<file path="src/rtl/elc3_debug_pkg.sv">
// Shared types and constants for the eLC-3 register-file debug port.
package elc3_debug_pkg;

   localparam int DATA_W = 16;
   localparam int NREGS = 8;
   localparam logic [2:0] LAST_REG = 3'(NREGS - 1);

   typedef enum logic [1:0] {
      OP_NOP,
      OP_READ,
      OP_WRITE,
      OP_DUMP
   } debug_op_t;

   typedef enum logic [1:0] {
      S_IDLE,
      S_RD,
      S_RSP,
      S_WR
   } dbg_state_t;

endpackage

</file>
<file path="src/rtl/regfile_debug_port.sv">
// Debug-side initiator for the eLC-3 register file: read, write and
// dump-all commands while the CPU is halted.
module regfile_debug_port
   import elc3_debug_pkg::*;
(
   input  logic              Clk,
   input  logic              Reset,
   input  logic              Halted,
   input  logic              Cmd_Valid,
   output logic              Cmd_Ready,
   input  logic [1:0]        Cmd_Op,
   input  logic [2:0]        Cmd_Reg,
   input  logic [DATA_W-1:0] Cmd_Data,
   output logic              Rsp_Valid,
   input  logic              Rsp_Ready,
   output logic [2:0]        Rsp_Reg,
   output logic [DATA_W-1:0] Rsp_Data,
   output logic              Busy,
   output logic              Owns_RF,
   output logic              RF_LD_REG,
   output logic [2:0]        RF_DR,
   output logic [2:0]        RF_SR1,
   output logic [DATA_W-1:0] RF_In,
   input  logic [DATA_W-1:0] RF_SR1_Out
);

   dbg_state_t        state;
   logic [2:0]        idx;
   logic              dump;
   logic              owns;
   logic              rsp_valid;
   logic [2:0]        rsp_reg;
   logic [DATA_W-1:0] rsp_data;
   logic              rf_ld;
   logic [2:0]        rf_dr;
   logic [2:0]        rf_sr1;
   logic [DATA_W-1:0] rf_in;
   logic              accept;

   assign Cmd_Ready = Reset & Halted & (state == S_IDLE);
   assign accept    = Cmd_Valid & Cmd_Ready;

   assign Rsp_Valid = rsp_valid;
   assign Rsp_Reg   = rsp_reg;
   assign Rsp_Data  = rsp_data;
   assign Busy      = owns;
   assign Owns_RF   = owns;
   assign RF_LD_REG = rf_ld;
   assign RF_DR     = rf_dr;
   assign RF_SR1    = rf_sr1;
   assign RF_In     = rf_in;

   // Register-file controls are one-cycle registered pulses; they default
   // back to zero every cycle and are set only on entry to RD or WR.
   always_ff @(posedge Clk) begin
      if (!Reset) begin
         state     <= S_IDLE;
         idx       <= '0;
         dump      <= 1'b0;
         owns      <= 1'b0;
         rsp_valid <= 1'b0;
         rsp_reg   <= '0;
         rsp_data  <= '0;
         rf_ld     <= 1'b0;
         rf_dr     <= '0;
         rf_sr1    <= '0;
         rf_in     <= '0;
      end else begin
         rf_ld  <= 1'b0;
         rf_dr  <= '0;
         rf_in  <= '0;
         rf_sr1 <= '0;
         unique case (state)
            S_IDLE: begin
               if (accept) begin
                  unique case (debug_op_t'(Cmd_Op))
                     OP_READ: begin
                        idx    <= Cmd_Reg;
                        dump   <= 1'b0;
                        rf_sr1 <= Cmd_Reg;
                        owns   <= 1'b1;
                        state  <= S_RD;
                     end
                     OP_WRITE: begin
                        rf_ld <= 1'b1;
                        rf_dr <= Cmd_Reg;
                        rf_in <= Cmd_Data;
                        owns  <= 1'b1;
                        state <= S_WR;
                     end
                     OP_DUMP: begin
                        idx    <= '0;
                        dump   <= 1'b1;
                        rf_sr1 <= '0;
                        owns   <= 1'b1;
                        state  <= S_RD;
                     end
                     OP_NOP: ;
                  endcase
               end
            end
            S_RD: begin
               rsp_data  <= RF_SR1_Out;
               rsp_reg   <= idx;
               rsp_valid <= 1'b1;
               state     <= S_RSP;
            end
            S_RSP: begin
               if (Rsp_Ready) begin
                  rsp_valid <= 1'b0;
                  // A dump stops at the last register instead of wrapping.
                  if (dump && idx != LAST_REG) begin
                     idx    <= idx + 3'd1;
                     rf_sr1 <= idx + 3'd1;
                     state  <= S_RD;
                  end else begin
                     owns  <= 1'b0;
                     state <= S_IDLE;
                  end
               end
            end
            S_WR: begin
               owns  <= 1'b0;
               state <= S_IDLE;
            end
         endcase
      end
   end

endmodule
</file>
<file path="config.mk">
export PLATFORM = sky130hd
export DESIGN_NAME = regfile_debug_port
export DESIGN_NICKNAME = d
export VERILOG_FILES = /design/src/rtl/elc3_debug_pkg.sv /design/src/rtl/regfile_debug_port.sv
export SDC_FILE = /design/constraint.sdc
export NUM_CORES = 1
export LEC_CHECK = 0
export CORE_MARGIN = 4
export CORE_UTILIZATION = 25
export DETAILED_ROUTE_END_ITERATION = 8
export GPL_TIMING_DRIVEN = 1
export PLACE_DENSITY_LB_ADDON = 0.12
export SETUP_SLACK_MARGIN = 0.4
export SLEW_MARGIN = 20
export SYNTH_ARGS = -nofsm -noshare
export SYNTH_HDL_FRONTEND = slang
export SYNTH_SLANG_ARGS = --single-unit
</file>
<file path="constraint.sdc">
create_clock -name Clk -period 1.8 [get_ports Clk]
set_clock_uncertainty 0.1 [all_clocks]
set_input_delay 0.45 -clock Clk [delete_from_list [all_inputs] [get_ports Clk]]
set_output_delay 0.45 -clock Clk [all_outputs]
set_load 0.1 [all_outputs]
</file>
==> results.sh, run 1 <==
export IMPL_slowest_delay_ns=0.36
export IMPL_dieArea_um2=8570
export IMPL_wire_per_inst_um=13.2
export IMPL_crit_buf_inv=1
export IMPL_netlist_area_um2=1790
export IMPL_gp_congestion=0.733
export IMPL_grt_pass1_wl_um=8240
export IMPL_endpoint_kind="output port"
export IMPL_synth_area_per_cell_um2=9.52
export IMPL_synth_main_ff_cell="dfxtp_1"
export IMPL_ios=88
export IMPL_cts_root_buffer="clkbuf_8"
export IMPL_grt_max_degree=20
export IMPL_status="complete, no violations"
export IMPL_vias_per_cell=4.21
export IMPL_worstSetupPathType="reg -> out"
export IMPL_synth_edff_count=0
export IMPL_hpwl_um=3650
export IMPL_dp_cells=378
export IMPL_yosys_area_share_simple_pct=25.4
export IMPL_row_count=30
export IMPL_insertion_delay_ns=0.30
export IMPL_cp_data_arrival_time_ns=1.23
export IMPL_crit_required_ns=1.25
export IMPL_grtUsageTotal_pct=12.1
export IMPL_synth_nets=232
export IMPL_finalHoldViolations=0
export IMPL_synth_compound_area_share_pct=11.6
export IMPL_vias=1669
export IMPL_fin_cells=396
export IMPL_ys_top_cells_by_area="dfxtp_1, nand2_1, a21oi_1"
export IMPL_synth_most_common_cell="dfxtp_1"
export IMPL_clk_pin_slew_worst_paths_ns=0.09
export IMPL_core_um2=6870
export IMPL_n_fill_cell=585
export IMPL_hold_buffers=0
export IMPL_floorplan_die_width_um=92.6
export IMPL_design_area_um2=3810
export IMPL_leakage_nw=1.49
export IMPL_numCtsBuffers=5
export IMPL_synth_top_cell_area_share_pct=55.9
export IMPL_synthDistinctLibCells=32
export IMPL_multiInputGateArea_um2=868
export IMPL_yosys_warnings=0
export IMPL_placed_cell_area_um2=3420
export IMPL_crit_fanout=2
export IMPL_ys_seq_area_share_pct=55.9
export IMPL_finalSetupViolations=0
export IMPL_drive_gt1_share_pct=56.0
export IMPL_nets=343
export IMPL_synth_area_leader_cell="dfxtp_1"
export IMPL_timing_final_crit_share_pct=99.0
export IMPL_start_util_pct=26.0
export IMPL_ys_async_sr_fraction_pct=0
export IMPL_drv_slew=0
export IMPL_vdd_drop_max_v=0.000281
export IMPL_syn_to_final_growth_pct=113
export IMPL_grt_pass1_vias=1694
export IMPL_cellPowerDensity_nw_per_um2=647
export IMPL_synth_mux_area_share_pct=1.68
export IMPL_synth_top_cells_by_count="dfxtp_1, nand2_1, a21oi_1"
export IMPL_synth_top_family_by_area="simple AND/OR/NAND/NOR gates"
export IMPL_cp_cell_sequence="nor4bb_4 > buf_12"
export IMPL_crit_family="flip-flops"
export IMPL_fmax_mhz=561
export IMPL_first_pass_iters=4
export IMPL_numClockSinks=50
export IMPL_drtAntennaViolNets=0
export IMPL_synthAdderAreaFrac_pct=1.40
export IMPL_maxCapViolCount=0
export IMPL_port_buffers=87
export IMPL_final_seq_area_um2=1070
export IMPL_hp_class="reg -> reg"
export IMPL_slowest_stage="dfxtp_4"
export IMPL_n_antenna_cell=0
export IMPL_grt_overflow_total=0
export IMPL_syn_inst=188
export IMPL_cts_max_level=2
export IMPL_antenna_found_initial=0
export IMPL_drt_wl_total_um=5250
export IMPL_slew_headroom_pct=80.5
export IMPL_period_needed_ns=1.78
export IMPL_clockBufferDepth=2
export IMPL_drt_iter0_markers=23
export IMPL_tightest_slew_ns=0.291
export IMPL_die_height_um=92.6
export IMPL_synth_seq_cells=50
export IMPL_start_kind="flip-flop"
export IMPL_cts_tree="done"
export IMPL_rsz0062_at_grt="true"
export IMPL_synth_xor_area_share_pct=0
export IMPL_drcViolationCount=0
[cell families (layout without fill, tap and decap cells)]
kind of cell	count (synthesis)	in the layout
and+or+nand+nor	87	87
AOI/OAI and AO/OA	33	33
DFF	50	50
buffers and inverters	13	125
muxes	3	3
adders and majority gates	2	2
[power breakdown]
group | total (mW) | internal [mW] | switching [mW]
sequential | 1.18 | 1.14 | 0.0376
combinational | 0.656 | 0.301 | 0.355
clock | 0.631 | 0.270 | 0.361
[worst reg2reg max path: stages (launching register included)]
cell and delay [ns]:
dfxtp_4 0.36, nor4bb_4 0.35, buf_4 0.18, and4b_2 0.27, buf_6 0.14, clkbuf_16 0.13
and2_4 0.12
[stage by stage]
| stage | utilization [%] | TNS [ns] | total power [mW] | setup slack (ns) | hold WS [ns] |
|---|---|---|---|---|---|
| 2_1_floorplan | - | -13.22 | 1.53 | -0.628 | 0.361 |
| 6_report | 55.5 | 0 | 2.47 | 0.0175 | 0.375 |
| 3_3_place_gp | 49.7 | -7.36 | 1.82 | -0.314 | 0.361 |
| 4_1_cts | 53.0 | -0.00767 | 2.48 | -0.00767 | 0.378 |
| 5_1_grt | 55.5 | -0.0220 | 2.58 | -0.0220 | 0.392 |
| 3_5_place_dp | 49.7 | -7.79 | 1.82 | -0.337 | 0.365 |
[flip-flops by register name, indices dropped and copies added, names as in the netlist]
signal     flops
dump           1
RF_LD_REG      1
RF_SR1         3
Rsp_Reg        3
Rsp_Valid      1
idx            3
Busy           1
Rsp_Data      16
RF_In         16
state          2
RF_DR          3
[repair_timing]
item / 4_1_cts / 5_1_grt
pin swaps: 5 / 17
endpoints found under the setup margin: 90 / 81
buffers inserted: 5 / 2
resized for setup: 43 / 25
gates cloned: 1 / 2
endpoints found under the hold margin: 0 / 0
[layout make-up]
| cell class | count | area share (%) |
|---|---|---|
| timing repair buffer | 115 | 43.7 |
| sequential | 50 | 28.0 |
| multi-input combinational | 125 | 22.8 |
| tap | 96 | 3.15 |
| clock buffer | 6 | 1.90 |
| clock inverter | 2 | 0.263 |
| inverter | 2 | 0.197 |
[layout by cell type (no fill, tap or decap), drive strengths merged, types with 3 or more instances in the layout]
| master | instances |
|---|---|
| a211oi | 3 |
| clkbuf | 8 |
| and2 | 19 |
| nand2b | 3 |
| nor2 | 11 |
| a21oi | 25 |
| dfxtp | 50 |
| buf | 72 |
| clkdlybuf4s50 | 36 |
| mux2i | 3 |
| nand2 | 41 |
| a22oi | 3 |
[final timing paths]
kind                            slack [ns]         start      endpoint  cells past startpoint
worst min register to register        0.38  Rsp_Data[10]  Rsp_Data[10]                      2
worst max-delay path                  0.02      state[0]     Cmd_Ready                      2
worst min-delay path                  0.38  Rsp_Data[10]  Rsp_Data[10]                      2
worst max register to register        0.09      state[0]      RF_In[2]                      6
[layer usage]
metal | GRT usage, % | part of all wire, % | up-vias
met4 | 3.71 | 1.2 | 0
met5 | 0 | 0 | -
met1 | 14.3 | 42 | 771
met3 | 4.87 | 7.9 | 7
met2 | 20.2 | 49 | 45
li1 | - | - | 846
Power figures use the tool's default switching activity.
==> run 2, diff against run 1 <==
--- a/config.mk
+++ b/config.mk
@@ -6,7 +6,7 @@
 export NUM_CORES = 1
 export LEC_CHECK = 0
 export CORE_MARGIN = 4
-export CORE_UTILIZATION = 25
+export CORE_UTILIZATION = 40
 export DETAILED_ROUTE_END_ITERATION = 8
 export GPL_TIMING_DRIVEN = 1
 export PLACE_DENSITY_LB_ADDON = 0.12
==> run 2 against run 1 <==
Against the previous run:
- the run now ends with setup timing left
- clock-buffer cell count is 1 lower
- combinational power up 6.9%
- register-to-register slack about the same
- first-iteration DRC count grew to 2.8 times the previous value
- die area down 35%
- core utilization increased by 33 points
- critical path type is now in -> out
- critical endpoint unchanged
- largest power group unchanged
==> results.sh, run 2 (synthesized netlist as in run 1, its figures left out) <==
export IMPL_status="finished with violations"
export IMPL_failed_checks="setup timing"
export IMPL_slew_headroom_pct=78.2
export IMPL_vias=1723
export IMPL_antenna_found_initial=0
export IMPL_numCtsBuffers=5
export IMPL_cts_tree="done"
export IMPL_crit_buf_inv=2
export IMPL_n_antenna_cell=0
export IMPL_cellPowerDensity_nw_per_um2=659
export IMPL_crit_path_start="Reset"
export IMPL_hold_buffers=0
export IMPL_grt_pass1_wl_um=7810
export IMPL_tightest_slew_ns=0.326
export IMPL_hp_class="reg -> reg"
export IMPL_crit_family="buffers and inverters"
export IMPL_timing_final_crit_share_pct=101
export IMPL_first_pass_iters=4
export IMPL_worstSetupPathType="in -> out"
export IMPL_drt_iter0_markers=64
export IMPL_dieArea_um2=5610
export IMPL_gp_congestion=0.753
export IMPL_min_from="Rsp_Data[11]"
export IMPL_hpwl_um=3440
export IMPL_crit_fanout=3
export IMPL_cts_root_buffer="clkbuf_8"
export IMPL_leakage_nw=1.53
export IMPL_fmax_mhz=549
export IMPL_cp_data_arrival_time_ns=1.27
export IMPL_final_common_cell="buf_12"
export IMPL_wire_per_inst_um=16.9
export IMPL_nets=339
export IMPL_n_fill_cell=190
export IMPL_insertion_delay_ns=0.31
export IMPL_finalHoldViolations=0
export IMPL_grt_met2_usage_pct=30.9
export IMPL_cp_cell_sequence="clkdlybuf4s15_2 > nor4bb_4 > buf_12"
export IMPL_clk_pin_slew_worst_paths_ns=0.10
export IMPL_cts_max_level=2
export IMPL_drv_slew=0
export IMPL_worstReg2RegStart="state[1]"
export IMPL_slowest_delay_ns=0.39
export IMPL_finalPower_mw=2.55
export IMPL_endpoint_kind="output port"
export IMPL_numClockSinks=50
export IMPL_switching_share_pct=32.3
export IMPL_p_int_mw=1.73
export IMPL_drcViolationCount=0
export IMPL_row_count=24
export IMPL_vdd_drop_max_v=0.000627
export IMPL_most_common_layout_cells="buf_12, dfxtp_2, clkdlybuf4s50_1, a21oi_2, nand2_1"
export IMPL_period_needed_ns=1.82
export IMPL_finalSetupViolations=1
export IMPL_met1_usage_pct=21.3
export IMPL_start_util_pct=41.1
export IMPL_grt_pass1_vias=1667
export IMPL_vias_per_cell=4.95
export IMPL_slowest_stage="nor4bb_4"
export IMPL_grtUsageTotal_pct=18.5
export IMPL_met3_usage_pct=8.81
export IMPL_port_buffers=87
export IMPL_drtAntennaViolNets=0
export IMPL_crit_required_ns=1.25
export IMPL_seqPwrFrac_pct=46.3
export IMPL_p_clk_share_pct=26.2
export IMPL_core_um2=4350
export IMPL_drive_gt1_share_pct=69.6
export IMPL_maxCapViolCount=0
export IMPL_start_kind="input port"
export IMPL_syn_to_final_growth_pct=116
export IMPL_power_switching_mw=0.823
export IMPL_grt_max_degree=26
export IMPL_die_height_um=74.9
export IMPL_fin_ws_ns=-0.0201
export IMPL_holdWs_ns=0.386
export IMPL_drt_wl_total_um=5870
export IMPL_grt_overflow_total=0
export IMPL_rsz0062_at_grt="true"
export IMPL_busiest_layer="met2"
export IMPL_ios=88
export IMPL_floorplan_die_width_um=74.9
export IMPL_clockBufferDepth=2
export IMPL_p_comb_share_pct=27.5
-- run 2: final cells by class --
cell class	instances	area (um^2)	share of cell area, %
timing repair buffer	111	1600	41.4
sequential	50	1070	27.7
multi-input combinational	125	1040	26.8
clock buffer	5	68.8	1.78
tap	52	65.1	1.68
clock inverter	3	18.8	0.485
inverter	2	7.51	0.194
-- run 2: path summary, 6_finish.rpt --
kind                   to  slack, ns  cells after the start
max             Cmd_Ready      -0.02                      3
min          Rsp_Data[11]       0.39                      2
max reg2reg        idx[0]       0.08                      6
min reg2reg  Rsp_Data[11]       0.39                      2
-- run 2: worst register-to-register path: cells and delay by family (launching register included) --
kind,cells,cell delay (ns)
compound gates,1,0.21
buf+inv,2,0.25
flops,1,0.37
mux,1,0.23
simple gates,2,0.46
-- run 2: metrics by stage --
step           util, %  cells  worst slack [ns]  cell area (um^2)  TNS (ns)
3_3_place_gp      75.8    326            -0.322              3300     -7.04
6_report          88.9    348           -0.0201              3870   -0.0201
4_1_cts           82.9    344           -0.0166              3610   -0.0166
2_1_floorplan        -    188            -0.628              1870    -13.22
3_5_place_dp      75.8    326            -0.355              3300     -7.91
5_1_grt           88.9    348           -0.0645              3870   -0.0645
-- run 2: timing repair --
action	in CTS	in global routing
pin swaps	14	36
cloned	3	1
buffers inserted	7	3
gates resized for setup	56	72
setup endpoints to repair	87	88
-- run 2: per-layer routing --
metal | part of all wire [%] | vias to the layer above
li1 | - | 835
met1 | 35 | 804
met2 | 53 | 72
met3 | 10 | 12
met4 | 1.8 | 0
met5 | 0 | -
-- run 2: power groups by stage --
stage / Combinational, mW / Clock [mW] / Sequential (mW)
4_1_cts: 0.640 / 0.669 / 1.18
6_report: 0.701 / 0.667 / 1.18
2_1_floorplan: 0.158 / 0 / 1.37
5_1_grt: 0.729 / 0.726 / 1.19
3_3_place_gp: 0.581 / 0 / 1.21
3_5_place_dp: 0.587 / 0 / 1.21
==> run 3, diff against run 2 <==
--- a/config.mk
+++ b/config.mk
@@ -9,6 +9,7 @@
 export CORE_UTILIZATION = 40
 export DETAILED_ROUTE_END_ITERATION = 8
 export GPL_TIMING_DRIVEN = 1
+export MAX_ROUTING_LAYER = met4
 export PLACE_DENSITY_LB_ADDON = 0.12
 export SETUP_SLACK_MARGIN = 0.4
 export SLEW_MARGIN = 20
==> run 3 against run 2 <==
Against the previous run:
- the run still ends with setup timing left
- clock-buffer cell count stayed put
- wire length rose by 11%
- core utilization is 1.4 points higher
- fmax is essentially flat
- total power increased by 0.33%
- combinational power up 2%
- clock power decreased by 0.6%
- worst setup slack worse by 0.00091 ns
- critical path depth unchanged
- sequential power about the same
- sequential share of layout area fell by 0.43 points
- hold slack about the same
- critical path type unchanged
- critical endpoint unchanged
==> results.sh, run 3 (synthesized netlist as in run 1, its figures left out) <==
export IMPL_finalSetupViolations=1
export IMPL_wire_per_inst_um=18.5
export IMPL_most_common_layout_cells="buf_12, dfxtp_2, clkdlybuf4s50_1, a21oi_2, nand2_1"
export IMPL_grt_max_degree=26
export IMPL_cp_data_arrival_time_ns=1.27
export IMPL_tightest_slew_ns=0.323
export IMPL_grtUsageTotal_pct=19.0
export IMPL_final_common_cell="buf_12"
export IMPL_cellPowerDensity_nw_per_um2=651
export IMPL_drtAntennaViolNets=0
export IMPL_slowest_stage="nor4bb_4"
export IMPL_cp_cell_sequence="clkdlybuf4s15_2 > nor4bb_4 > buf_12"
export IMPL_finalHoldViolations=0
export IMPL_floorplan_die_width_um=74.9
export IMPL_grt_pass1_wl_um=7780
export IMPL_failed_checks="setup timing"
export IMPL_gp_congestion=0.763
export IMPL_fin_ws_ns=-0.0210
export IMPL_clk_pin_slew_worst_paths_ns=0.10
export IMPL_first_pass_iters=4
export IMPL_leakage_nw=1.56
export IMPL_start_util_pct=41.1
export IMPL_n_antenna_cell=0
export IMPL_endpoint_kind="output port"
export IMPL_cts_max_level=2
export IMPL_timing_final_crit_share_pct=101
export IMPL_vias_per_cell=5.12
export IMPL_start_kind="input port"
export IMPL_finalPower_mw=2.56
export IMPL_antenna_found_initial=0
export IMPL_met1_usage_pct=22.2
export IMPL_die_height_um=74.9
export IMPL_vias=1796
export IMPL_vdd_drop_max_v=0.000643
export IMPL_crit_required_ns=1.25
export IMPL_cts_tree="done"
export IMPL_dieArea_um2=5610
export IMPL_design_area_um2=3930
export IMPL_rsz0062_at_grt="true"
export IMPL_crit_family="buffers and inverters"
export IMPL_drv_slew=0
export IMPL_clockBufferDepth=2
export IMPL_numCtsBuffers=5
export IMPL_hpwl_um=3440
export IMPL_crit_fanout=3
export IMPL_crit_buf_inv=2
export IMPL_met3_usage_pct=6.81
export IMPL_fmax_mhz=549
export IMPL_ios=88
export IMPL_nets=342
export IMPL_period_needed_ns=1.82
export IMPL_grt_met2_usage_pct=31.1
export IMPL_drcViolationCount=0
export IMPL_grt_pass1_vias=1681
export IMPL_row_count=24
export IMPL_drive_gt1_share_pct=69.6
export IMPL_numClockSinks=50
export IMPL_cts_root_buffer="clkbuf_8"
export IMPL_maxCapViolCount=0
export IMPL_busiest_layer="met2"
export IMPL_insertion_delay_ns=0.31
export IMPL_slowest_delay_ns=0.39
export IMPL_placed_cell_area_um2=3300
export IMPL_port_buffers=87
export IMPL_slew_headroom_pct=78.4
export IMPL_drt_wl_total_um=6500
export IMPL_dp_slack_ns=-0.355
export IMPL_drt_iter0_markers=127
export IMPL_worstSetupPathType="in -> out"
export IMPL_grt_overflow_total=0
export IMPL_core_um2=4350
export IMPL_hp_class="reg -> reg"
export IMPL_syn_to_final_growth_pct=120
export IMPL_status="finished with violations"
## run 3: worst reg2reg max path: stages, from the launching register on
cell,delay (ns)
dfxtp_4,0.36
nor4bb_4,0.37
buf_4,0.18
buf_6,0.08
and4b_4,0.32
clkbuf_16,0.17
and2_4,0.13
## run 3: timing repair
action,in CTS,in global routing
setup endpoints to repair,87,86
cloned,3,4
pin swaps,14,47
hold buffers,0,0
setup buffers,7,3
gates resized for setup,56,72
## run 3: layout make-up
class	instances	area (um^2)
inverter	2	7.51
multi-input combinational	125	1040
clock inverter	3	18.8
tap	52	65.1
fill	163	420
sequential	50	1070
timing repair buffer	114	1660
clock buffer	5	68.8
## run 3: stage by stage
stage / utilization [%] / setup TNS [ns] / cells / hold slack [ns]
after floorplan: - / -13.22 / 188 / 0.361
after global placement: 75.8 / -7.04 / 326 / 0.362
after detailed placement: 75.8 / -7.91 / 326 / 0.367
after CTS: 82.9 / -0.0166 / 344 / 0.383
after global routing: 90.3 / -0.361 / 351 / 0.401
final: 90.3 / -0.0210 / 351 / 0.386
## run 3: final timing paths
check               start           end  slack (ns)  cells past startpoint
max reg2reg      state[0]      RF_In[2]        0.04                      6
max                 Reset     Cmd_Ready       -0.02                      3
min reg2reg  Rsp_Data[11]  Rsp_Data[11]        0.39                      2
min          Rsp_Data[11]  Rsp_Data[11]        0.39                      2
## run 3: layer usage
metal / vias to the layer above / wire length [um] / part of all wire [%]
met2: 95 / 3430 / 53
met1: 854 / 2380 / 37
met4: 0 / 102 / 1.6
li1: 836 / - / -
met5: - / 0 / 0
met3: 11 / 588 / 9.1
## run 3: report_power, final
group / switching [mW] / leakage, nW / internal [mW] / total, mW
Clock: 0.388 / 0.0483 / 0.275 / 0.663
Sequential: 0.0412 / 0.429 / 1.14 / 1.18
Combinational: 0.398 / 1.08 / 0.315 / 0.713
==> variant, RTL diff (config.mk and constraints of run 2) <==
Re-encode `dbg_state_t` (4 states) as one-hot, 4 bits wide.
--- a/src/rtl/elc3_debug_pkg.sv
+++ b/src/rtl/elc3_debug_pkg.sv
@@ -12,11 +12,11 @@
       OP_DUMP
    } debug_op_t;
 
-   typedef enum logic [1:0] {
-      S_IDLE,
-      S_RD,
-      S_RSP,
-      S_WR
+   typedef enum logic [3:0] {
+      S_IDLE = 4'b0001,
+      S_RD   = 4'b0010,
+      S_RSP  = 4'b0100,
+      S_WR   = 4'b1000
    } dbg_state_t;
 
 endpackage
Behaviour: same outputs for any inputs over 10 cycles, from zero or initial values and one cycle with Reset low; not proved beyond that.
==> variant against run 2 <==
The flow still finishes with violations (negative setup slack). Wire length rose by 37%. Worst setup slack got worse by 0.22 ns. Cell area rose by 7.5%. Area after synthesis rose by 5.5%. Global-route usage rose by 0.41 points. Largest cell class unchanged. Die area rose by 4.9%. Non-clock buffer count rose by 8. Via count rose by 15%. Sequential cell count rose by 2. Power fell by 2.5%. Worst hold slack got worse by 0.010 ns. Highest routed layer unchanged.
==> variant: results (changes against run 2) <==
Leak Pwr = 0.001576 uW (was 0.001533 uW)
#FFs+latches synth = 52 (was 50)
Core Util, Final = 93.04% (was 88.94%)
Critical-path top delay cell = dfxtp_4 (was nor4bb_4)
Synth Area in XOR/XNOR = 0.4639% (was 0%)
Via count = 1989 (was 1723)
Setup_tns = -0.2374 ns (was -0.02005 ns)
Distinct cell type count after synthesis = 34 (was 32)
Flop-to-flop setup slack = 0.03 ns (was 0.08 ns)
Non-clk invs = 1 (was 2)
Dpl hpwl = 3.755 mm (was 3.445 mm)
CLK BUF = 8 (was 5)
Fraction of area in registers = 27.53% (was 27.66%)
Synth Instances = 199 (was 188)
FF-to-FF End = Rsp_Reg[0] (was idx[0])
Routed length per instance = 21.90 microns (was 16.86 microns)
Initial antenna violation count = 0 (unchanged)
Multiplexer share of the synthesized area = 0.5302% (was 1.678%)
NonClk Buf Share = 40.10% (was 41.39%)
Commonest cells in the netlist = dfxtp_1, nand2_1, a21boi_1, and2_1, nor2_1 (was dfxtp_1, nand2_1, a21oi_1)
Min-delay src = Rsp_Data[14] (was Rsp_Data[11])
Register area share after synthesis = 55.14% (was 55.94%)
Initial DRC count = 174 (was 64)
Status = finished, violations left (unchanged)
Arrival time worst endpoint = 1.49 ns (was 1.27 ns)
Setup violators final = 1 (unchanged)
# fillers = 126 (was 190)
Synth top area cells = dfxtp_1, a21boi_1, nand2_1, and2_1, nor2_1 (was dfxtp_1, nand2_1, a21oi_1, and2_1, nor2_1)
Final worst setup slack = -0.2374 ns (was -0.02005 ns)
Register Area = 1146 sq um (was 1071 sq um)
Cell Area, Placed = 3451 sq um (was 3301 sq um)
Worst IR drop on VDD = 0.7221 mV (was 0.6268 mV)
Vias in the first global route = 1831 (was 1667)
Placed insts = 337 (was 326)
Non-filler cells in the finished layout = 368 (was 348)
Post-synthesis adder-cell area fraction = 1.325% (was 1.399%)
First-pass GRT wire length = 8.783 mm (was 7.810 mm)
Hold worst-path end = Rsp_Data[14] (was Rsp_Data[11])
CP startpoint = state[3] (was Reset)
Fraction of area in multi-input gates = 28.55% (was 26.82%)
Worst hold path cell count = 2 (unchanged)
Share of layout cells above drive strength 1 = 64.56% (was 69.59%)
Worst slew margin = 74.19% (was 78.22%)
Compound-Gate Fraction of Synth Area = 13.78% (was 11.61%)
Switch share = 29.21% (was 32.26%)
Routability Congestion = 0.8125 (was 0.7529)
Largest net degree at the start of global routing = 23 (was 26)
GRT Total Usage = 18.92% (was 18.51%)
Violated checks = negative setup slack (unchanged)
#MultiIn Comb = 136 (was 125)
Synthesized net count = 243 (was 232)
Final-stage net count = 359 (was 339)
Layout clock area frac = 2.164% (was 2.262%)
Number of signal-net buffers in the layout = 119 (was 111)
==> variant: logic make-up (layout without fill, tap and decap cells) <==
| kind of cell | after synthesis | after routing |
|---|---|---|
| buf+inv | 11 | 128 |
| compound gates | 36 | 36 |
| flops | 52 | 52 |
| mux | 1 | 1 |
| xor+xnor | 1 | 1 |
| fa+ha+maj | 2 | 2 |
| simple gates | 96 | 96 |
==> variant: power groups by stage <==
stage / clock [uW] / sequential, uW / combinational (uW)
3_5_place_dp: 0 / 1230 / 442
4_1_cts: 703 / 1210 / 476
5_1_grt: 752 / 1190 / 608
6_report: 708 / 1190 / 589
2_1_floorplan: 0 / 1320 / 134
3_3_place_gp: 0 / 1230 / 438
==> variant: repair_timing <==
item | in CTS | in global routing
hold endpoints to repair | 0 | 0
gates cloned | 0 | 3
setup endpoints to repair | 68 | 83
pin swaps | 11 | 15
hold buffers | 0 | 0
gates resized for setup | 30 | 87
setup buffers | 5 | 15
==> variant: stage by stage <==
stage	hold slack, ns	setup WS, ns
2_1_floorplan	0.3408	0.1581
3_3_place_gp	0.3613	-0.2328
3_5_place_dp	0.3652	-0.2419
4_1_cts	0.3787	-0.1535
5_1_grt	0.3908	-0.2632
6_report	0.3757	-0.2374
==> variant: routing by layer <==
layer,vias up,part of all wire [%],global-route usage [%]
met5,-,0,0
met4,0,3.3,7.428
met3,23,5.3,5.152
met2,82,54,35.71
met1,981,37,19.59
li1,903,-,-
==> variant: worst max-delay path: cells and delay by family, from the launching register on <==
kind	cells	cell delay, ns
buffers and inverters	1	0.17
flip-flops	1	0.38
AND/OR/NAND/NOR	2	0.62
